File: config.mk
export PLATFORM = sky130hd
export DESIGN_NAME = rnd_pool
export DESIGN_NICKNAME = d
export VERILOG_FILES = /design/src/rtl/rsa_rng_pkg.sv /design/src/rtl/rnd_pool_fifo.sv /design/src/rtl/rnd_pool.sv
export SDC_FILE = /design/constraint.sdc
export NUM_CORES = 1
export LEC_CHECK = 0
export CELL_PAD_IN_SITES_DETAIL_PLACEMENT = 0
export CELL_PAD_IN_SITES_GLOBAL_PLACEMENT = 2
export CORE_MARGIN = 5
export CORE_UTILIZATION = 33
export CTS_BUF_LIST = sky130_fd_sc_hd__clkbuf_16
export DETAILED_ROUTE_END_ITERATION = 8
export PLACE_DENSITY = 0.67
export RECOVER_POWER = 50
export SYNTH_ARGS = -nofsm -noshare
export SYNTH_HDL_FRONTEND = slang
export SYNTH_HIERARCHICAL = 1
export SYNTH_SLANG_ARGS = --single-unit
export TNS_END_PERCENT = 10
File: constraint.sdc
create_clock -name clk -period 7.9 [get_ports clk]
set_input_delay 1.58 -clock clk [delete_from_list [all_inputs] [get_ports clk]]
set_output_delay 1.58 -clock clk [all_outputs]
set_load 0.02 [all_outputs]
File: src/rtl/rsa_rng_pkg.sv
// Shared types and constants for the random-number consumer path (rnd_pool and its FIFO).
package rsa_rng_pkg;

    localparam int RND_W          = 32;
    localparam int RND_POOL_DEPTH = 16;
    localparam int DROP_CNT_W     = 8;
    localparam int WARM_CNT_W     = 8;

    typedef enum logic {
        WARM = 1'b0,
        RUN  = 1'b1
    } rnd_pool_state_t;

    // Saturating increment for the drop counter.
    function automatic logic [DROP_CNT_W-1:0] sat_inc(input logic [DROP_CNT_W-1:0] v);
        return (v == '1) ? v : v + DROP_CNT_W'(1);
    endfunction

endpackage

File: src/rtl/rnd_pool_fifo.sv
// Single-clock FIFO with an exact occupancy count and a registered first-word-fall-through output.
module rnd_pool_fifo #(
    parameter int DATA_W = 32,
    parameter int DEPTH  = 16,
    parameter int ADDR_W = 4
) (
    input  logic              clk,
    input  logic              rst,
    input  logic              push,
    input  logic [DATA_W-1:0] push_data,
    input  logic              rd_ready,
    output logic              rd_valid,
    output logic [DATA_W-1:0] rd_data,
    output logic [ADDR_W:0]   level,
    output logic              full
);

    localparam int LW = ADDR_W + 1;
    localparam logic [LW-1:0] FULL_LEVEL = LW'(DEPTH);

    logic [DATA_W-1:0] mem [DEPTH];

    logic [ADDR_W-1:0] wr_ptr_reg;
    logic [ADDR_W-1:0] wr_ptr_next;
    logic [ADDR_W-1:0] rd_ptr_reg;
    logic [ADDR_W-1:0] rd_ptr_next;
    logic [LW-1:0]     level_reg;
    logic [LW-1:0]     level_next;
    logic [LW-1:0]     level_after_pop;
    logic              rd_valid_reg;
    logic [DATA_W-1:0] rd_data_reg;
    logic              pop;

    assign pop = rd_valid_reg && rd_ready;

    always_comb begin
        wr_ptr_next     = wr_ptr_reg + ADDR_W'(push);
        rd_ptr_next     = rd_ptr_reg + ADDR_W'(pop);
        level_after_pop = level_reg - LW'(pop);
        level_next      = level_after_pop + LW'(push);
    end

    // Memory has no reset so it maps onto block RAM.
    always_ff @(posedge clk) begin
        if (push) begin
            mem[wr_ptr_reg] <= push_data;
        end
    end

    // The output stage only sees words already in memory before this edge,
    // so a push into an empty FIFO surfaces one cycle after it is written.
    always_ff @(posedge clk) begin
        if (!rst) begin
            wr_ptr_reg   <= '0;
            rd_ptr_reg   <= '0;
            level_reg    <= '0;
            rd_valid_reg <= 1'b0;
            rd_data_reg  <= '0;
        end else begin
            wr_ptr_reg   <= wr_ptr_next;
            rd_ptr_reg   <= rd_ptr_next;
            level_reg    <= level_next;
            rd_valid_reg <= (level_after_pop != '0);
            if (level_after_pop != '0) begin
                rd_data_reg <= mem[rd_ptr_next];
            end
        end
    end

    assign rd_valid = rd_valid_reg;
    assign rd_data  = rd_data_reg;
    assign level    = level_reg;
    assign full     = (level_reg == FULL_LEVEL);

endmodule

File: src/rtl/rnd_pool.sv
// Random-word pool: warm-up discard, FIFO buffering, drop counting.
// Optional repetition/zero health test enabled by defining RND_HEALTH_CHECK_EN.
module rnd_pool
    import rsa_rng_pkg::*;
#(
    parameter int DATA_W = RND_W,
    parameter int DEPTH  = RND_POOL_DEPTH,
    parameter int ADDR_W = 4,
    parameter int WARMUP = 2
) (
    input  logic                  clk,
    input  logic                  rst,
    input  logic                  rnd_valid_in,
    input  logic [DATA_W-1:0]     rnd_in,
    input  logic                  rd_ready,
    output logic                  rd_valid,
    output logic [DATA_W-1:0]     rd_data,
    output logic [ADDR_W:0]       level,
    output logic [DROP_CNT_W-1:0] drop_cnt,
    output logic                  health_fail
);

    localparam logic [WARM_CNT_W-1:0] WARM_LAST =
        (WARMUP == 0) ? '0 : WARM_CNT_W'(WARMUP - 1);

    rnd_pool_state_t       state_reg;
    rnd_pool_state_t       state_next;
    logic [WARM_CNT_W-1:0] warm_cnt_reg;
    logic [WARM_CNT_W-1:0] warm_cnt_next;
    logic [DROP_CNT_W-1:0] drop_cnt_reg;
    logic                  health_reject;
    logic                  push_req;
    logic                  fifo_push;
    logic                  fifo_full;
    logic                  pop;
    logic                  drop_hit;

    always_ff @(posedge clk) begin
        if (!rst) begin
            state_reg    <= WARM;
            warm_cnt_reg <= '0;
        end else begin
            state_reg    <= state_next;
            warm_cnt_reg <= warm_cnt_next;
        end
    end

    always_comb begin
        state_next    = state_reg;
        warm_cnt_next = warm_cnt_reg;
        case (state_reg)
            WARM: begin
                if (WARMUP == 0) begin
                    state_next = RUN;
                end else if (rnd_valid_in) begin
                    warm_cnt_next = warm_cnt_reg + WARM_CNT_W'(1);
                    if (warm_cnt_reg == WARM_LAST) begin
                        state_next = RUN;
                    end
                end
            end
            RUN:     state_next = RUN;
            default: state_next = WARM;
        endcase
    end

`ifdef RND_HEALTH_CHECK_EN
    logic [DATA_W-1:0] prev_reg;
    logic              health_fail_reg;

    assign health_reject = (rnd_in == prev_reg) || (rnd_in == '0);

    // Previous word tracks every RUN pulse, whether or not it was stored.
    always_ff @(posedge clk) begin
        if (!rst) begin
            prev_reg        <= '0;
            health_fail_reg <= 1'b0;
        end else if ((state_reg == RUN) && rnd_valid_in) begin
            prev_reg <= rnd_in;
            if (health_reject) begin
                health_fail_reg <= 1'b1;
            end
        end
    end

    assign health_fail = health_fail_reg;
`else
    assign health_reject = 1'b0;
    assign health_fail   = 1'b0;
`endif

    // A full FIFO still accepts a word when the head leaves on the same edge.
    assign pop       = rd_valid && rd_ready;
    assign push_req  = (state_reg == RUN) && rnd_valid_in && !health_reject;
    assign fifo_push = push_req && (!fifo_full || pop);
    assign drop_hit  = push_req && !fifo_push;

    always_ff @(posedge clk) begin
        if (!rst) begin
            drop_cnt_reg <= '0;
        end else if (drop_hit) begin
            drop_cnt_reg <= sat_inc(drop_cnt_reg);
        end
    end

    assign drop_cnt = drop_cnt_reg;

    rnd_pool_fifo #(
        .DATA_W (DATA_W),
        .DEPTH  (DEPTH),
        .ADDR_W (ADDR_W)
    ) u_fifo (
        .clk       (clk),
        .rst       (rst),
        .push      (fifo_push),
        .push_data (rnd_in),
        .rd_ready  (rd_ready),
        .rd_valid  (rd_valid),
        .rd_data   (rd_data),
        .level     (level),
        .full      (fifo_full)
    );

endmodule

Yosys cells after proc, flatten, opt, wreduce, memory -nomap -nowiden
Memory sizes are Yosys's and may differ from the RTL's. A register that Yosys moved wholly into a read port is not among the register bits.
Cells that the tools add are included.
{ "totals": {"elab_cells": 35, "register_bits": 31, "mem_bits_rw": 512, "in_bits": 36, "mem_count": 1, "out_inout_bits": 47} }
{ "memory_table": {"columns": ["memory", "words", "word_bits", "read_ports", "rd_clocked_by_memory_dff", "wr", "line", "text"], "rows": [
  ["u_fifo.mem", 16, 32, 1, 1, 1, "rnd_pool_fifo.sv:21", "logic [DATA_W-1:0] mem [DEPTH];"]
]} }
{ "classes": {"addsub": 6, "n_reduce_logical": 11, "mux": 5, "bitwise": 2, "eq_ne": 3} }
{ "op_table": {"columns": ["operator", "count"], "rows": [
  ["8-bit by 1-bit adder with 8-bit output, second input constant", 2],
  ["4-bit by 1-bit adder with 4-bit output", 2],
  ["8-bit by 1-bit equality test with 1-bit output, second input constant", 1],
  ["8-bit equality test, second input constant", 1],
  ["5-bit by 1-bit adder with 5-bit output", 1],
  ["5-bit equality test, second input constant", 1],
  ["5-bit nonzero test", 1],
  ["5-bit by 1-bit subtractor with 5-bit output", 1],
  ["1-bit logical AND", 4],
  ["1-bit 2-to-1 mux", 4],
  ["2-bit AND reduction", 2],
  ["1-bit zero test", 3],
  ["1-bit inverter", 2],
  ["1-bit case mux with 2 select lines", 1],
  ["1-bit logical OR", 1]
]} }

Logic depth before layout (Yosys ltp)
{ "logic_depth": {"ltp_word": 7, "ltp_mapped": 10, "depth_no_buf": 10} }

Cells and area by module
Netlist, hierarchy kept.
{ "by_module_without_submodules": {"columns": ["mod", "cells_each", "instances", "seq_area_each_um2", "area_per_inst_um2"], "rows": [
  ["rnd_pool_fifo", 988, 1, 16295.6, 21576.9],
  ["rnd_pool", 101, 1, 340.3, 912.1]
]} }

Worst setup path before layout
Ideal clock, no wire load.
{ "synth_timing": {"path_kind": "input to register", "from": "in rnd_valid_in", "to": "mem u_fifo.mem[0][0] (enable)", "path_buffers": 0, "arrival_ns": 4.693, "t_required_ns": 7.439, "setup_ns": 0.461, "slack_ns": 2.746, "cell_stages": 4, "cell_sequence": "nand2_2 -> a21oi_1 -> or3b_2 -> nor3_1"} }
{ "synth_between": {"elab_chain_len": 4} }
{ "synth_rtl": {"columns": ["element", "line", "text"], "rows": [
  ["from (decl)", "rnd_pool.sv:13", "input logic rnd_valid_in,"],
  ["1-bit logical AND", "rnd_pool.sv:94", "assign push_req = (state_reg == RUN) && rnd_valid_in && !health_reject;"],
  ["1-bit logical AND", "rnd_pool.sv:95", "assign fifo_push = push_req && (!fifo_full || pop);"],
  ["net fifo_push", "rnd_pool.sv:33", "logic fifo_push;"],
  ["1-bit 2-to-1 mux", "rnd_pool_fifo.sv:45", "if (push) begin"],
  ["1-bit 2-to-1 mux (not written as such)", "rnd_pool_fifo.sv:46", "mem[wr_ptr_reg] <= push_data;"],
  ["to (decl)", "rnd_pool_fifo.sv:21", null]
]} }
The timed path passes the listed nets, and every way through them passes these cells.

Worst setup path in the final report
{ "layout_timing": {"from": "in rst", "to": "reg u_fifo.rd_data_reg[0], in the netlist u_fifo/rd_data[0], read port of u_fifo.mem"} }
{ "layout_between": {"elab_chain_len": 1} }
{ "layout_rtl": {"columns": ["element", "line", "text"], "rows": [
  ["from (decl)", "rnd_pool.sv:12", "input logic rst,"],
  ["1-bit zero test (no source line)", null, null],
  ["to (decl)", "rnd_pool_fifo.sv:31", "logic [DATA_W-1:0] rd_data_reg;"]
]} }
No other way between the ends.
A chain may end at the register's enable or synchronous reset.

==> impl_metrics.toml <==
[status]
status = "complete, but fails checks"
failed_checks = "capacitance limit, slew limit"

[clock_tree]
cts_max_level = 2
postCtsSetupBuffers = 0
path_clk_slew_ps = 60
cts_tree = "yes"
cts.sinks = 575
cts_buffers = 60
cts_max_path_buffers = 3
holdBufCountCts = 0
cts_root_buf = "clkbuf_16"
clkLatencyLatePin_ps = 640
ctsResizeCount = 0

[global_route]
top_usage_layer = "met2"
overflow = 0
grt_pass1_wl_mm = 79.90
grt_pass1_vias = 11722
grt_max_degree = 81
antenna_found_initial = 5
grt_usage_pct = 14.51
grt_use_met1_pct = 20.39
met2_usage_pct = 23.41
met3_usage_pct = 2.658

[yosys]
synth_top_family_by_area = "multiplexers"
synth_edf_count = 512
synthAdderAreaFrac_pct = 0.6120
synth_compound_area_share_pct = 3.627
synth_xor_area_share_pct = 0.5842
yosysSeqAreaShare_pct = 73.97
synthMuxAreaShare_pct = 16.02
synth_nets = 1136
synth-seq-cells = 575
ys_warn_count = 6
synth-simple-area-share_pct = 3.438
syn_area_mm2 = 0.02249
async_flop_share_pct = 0
ys.flop_type = "edfxtp_1"
synth_cells = 1089
avgSynthCellArea_um2 = 20.65
synth_cell_types = 51

[floorplanning]
fp.coreArea_mm2 = 0.06740
row_count = 95
fp.dieW_um = 271.1
start_util_pct = 33.37
dieArea_mm2 = 0.07347
die_height_um = 271.1
io_pins = 83

[timing]
max_freq_mhz = 192.1
fin_tns_setup_ps = 0
min_period_ps = 5206
slew_viol_final = 96
maxSlewHeadroom_pct = -75.12
whs_ps = 484.1
grt_setup_unrepaired = "no"
setup_viol = 0
finalCritPeriodShare_pct = 65.90
tightest_slew_ps = 2627
skew_ps = 35.24
report.final.hold_viol_count = 0

[setup_path]
worst-r2r-setup-slack_ps = 4470
arrival_ps = 5730
timing.rr.end = "u_fifo/rd_data[2]"
critPathLaunchType = "primary input"
reg2regPathDepth = 8
r2r_start = "u_fifo/rd_valid"
cp-end-kind = "flip-flop"
critPathKind = "in -> reg"
worstPathRequired_ps = 8430
worstPathMaxFanout = 49

[routing]
drt_wl_total_mm = 53.58
first_iter_violations = 803
drc_errors = 0
viasPerCell = 5.253
antenna_left = 0
first_pass_iters = 5
avgRoutedWirePerCell_um = 25.28
route.vias.total = 11131

[min_path]
hold_path.class = "reg -> reg"
min_to = "drop_cnt[3]"
hp-start = "drop_cnt[3]"
min_delay_path_depth = 2

[placed_design]
routabilityCongestion = 0.6926
hpwl_mm = 27.59
port_buffers = 81

[layout]
areaGrowthSynthToFinish_pct = 17.53
final_cell_mix = "512 x edfxtp_1, 128 x mux4_2, 63 x dfxtp_1, 61 x clkbuf_16, 61 x dlygate4sd3_1"
layout_commonest_cell = "edfxtp_1"
largest_register_ffs = 512
final_nets = 1240
layout-drive-gt1-share_pct = 26.61

[power_and_ir_drop]
leakage_nw = 8.255
peakVddDrop_uv = 208.4
power.density_mw_per_mm2 = 299.4

[run]
maxCapViolCount = 2
-- Yosys cell counts (all sizes together), types with 2 or more instances --
cell | n | share of area [%]
edfxtp | 512 | 68
mux4 | 128 | 13
dfxtp | 63 | 5.6
clkbuf | 38 | 0.65
mux2i | 37 | 1.6
nand4 | 36 | 1.0
o211ai | 32 | 1.7
mux2 | 31 | 1.6
o2111ai | 31 | 1.2
buf | 30 | 0.98
nor2 | 20 | 0.33
nand2 | 17 | 0.29
and2 | 15 | 0.42
nor3 | 12 | 0.36
ha | 11 | 0.61
nand3 | 10 | 0.22
xor2 | 9 | 0.35
inv | 6 | 0.10
nand2b | 6 | 0.17
xnor2 | 6 | 0.23
nand3b | 4 | 0.13
nor4 | 4 | 0.11
a41o | 3 | 0.13
and3 | 3 | 0.083
nor2b | 3 | 0.083
a21oi | 2 | 0.045
nor3b | 2 | 0.089
o211a | 2 | 0.089
o21ai | 2 | 0.045
or3 | 2 | 0.056
-- logic make-up after synthesis --
group                      count (synthesis)
muxes                                    196
buffers and inverters                     74
adders and majority gates                 11
xor gates and xnor gates                  15
other                                      1
DFF                                      575
AOI/OAI and AO/OA                         81
and+or+nand+nor                          136
-- how the worst max path moves through the flow --
stage	startpoint	to	slack [ps]	depth (start not counted)
final	rst	u_fifo/rd_data[0]	2690	4
after global routing	rst	u_fifo/rd_data[1]	2190	4
after CTS	rd_ready	u_fifo/rd_data[30]	3440	8
after detailed placement	rd_ready	u_fifo/rd_data[30]	2810	8
after global placement	rd_ready	u_fifo/rd_data[30]	2770	8
after floorplan	rnd_valid_in	u_fifo/mem[0][0]	2750	4
-- power breakdown --
part / leakage (nW) / internal [W] / switching (W) / total [W]
logic: 2.13 / 0.000744 / 0.000928 / 0.00167
clock network: 1.01 / 0.00160 / 0.00117 / 0.00277
registers: 5.12 / 0.00339 / 0.0000851 / 0.00347
-- metrics by stage --
stage	util, %	setup WS [ps]	std cells	power [W]	area, µm²
after detailed placement	36.31	2805	2004	0.005250	24470
after floorplan	-	2746	1089	0.004693	22490
final	39.22	2694	2119	0.007912	26430
after global routing	39.21	2186	2117	0.008255	26430
after CTS	39.22	3436	2117	0.008040	26430
after global placement	36.31	2774	2004	0.005242	24470
-- area by class of cell --
class	count	area, µm²
timing repair buffer	110	1044
inverter	6	22.52
clock buffer	61	1526
multi-input combinational	440	5670
tap	873	1092
clock inverter	52	434.2
fill	6012	40970
sequential	575	16640
antenna	2	5.005
-- critical path: stages --
cell and delay [ps]:
clkbuf_1 1580, clkbuf_1 1960, o2111ai_1 410, o211ai_2 170
-- metal layers --
| metal | share of wire, % | wire [µm] | vias up |
|---|---|---|---|
| li1 | - | - | 4771 |
| met1 | 44 | 23810 | 5980 |
| met2 | 48 | 25630 | 291 |
| met3 | 5.5 | 2924 | 87 |
| met4 | 2.2 | 1201 | 2 |
| met5 | 0.022 | 12 | - |
Note: power is estimated with default switching activity, not from simulation.
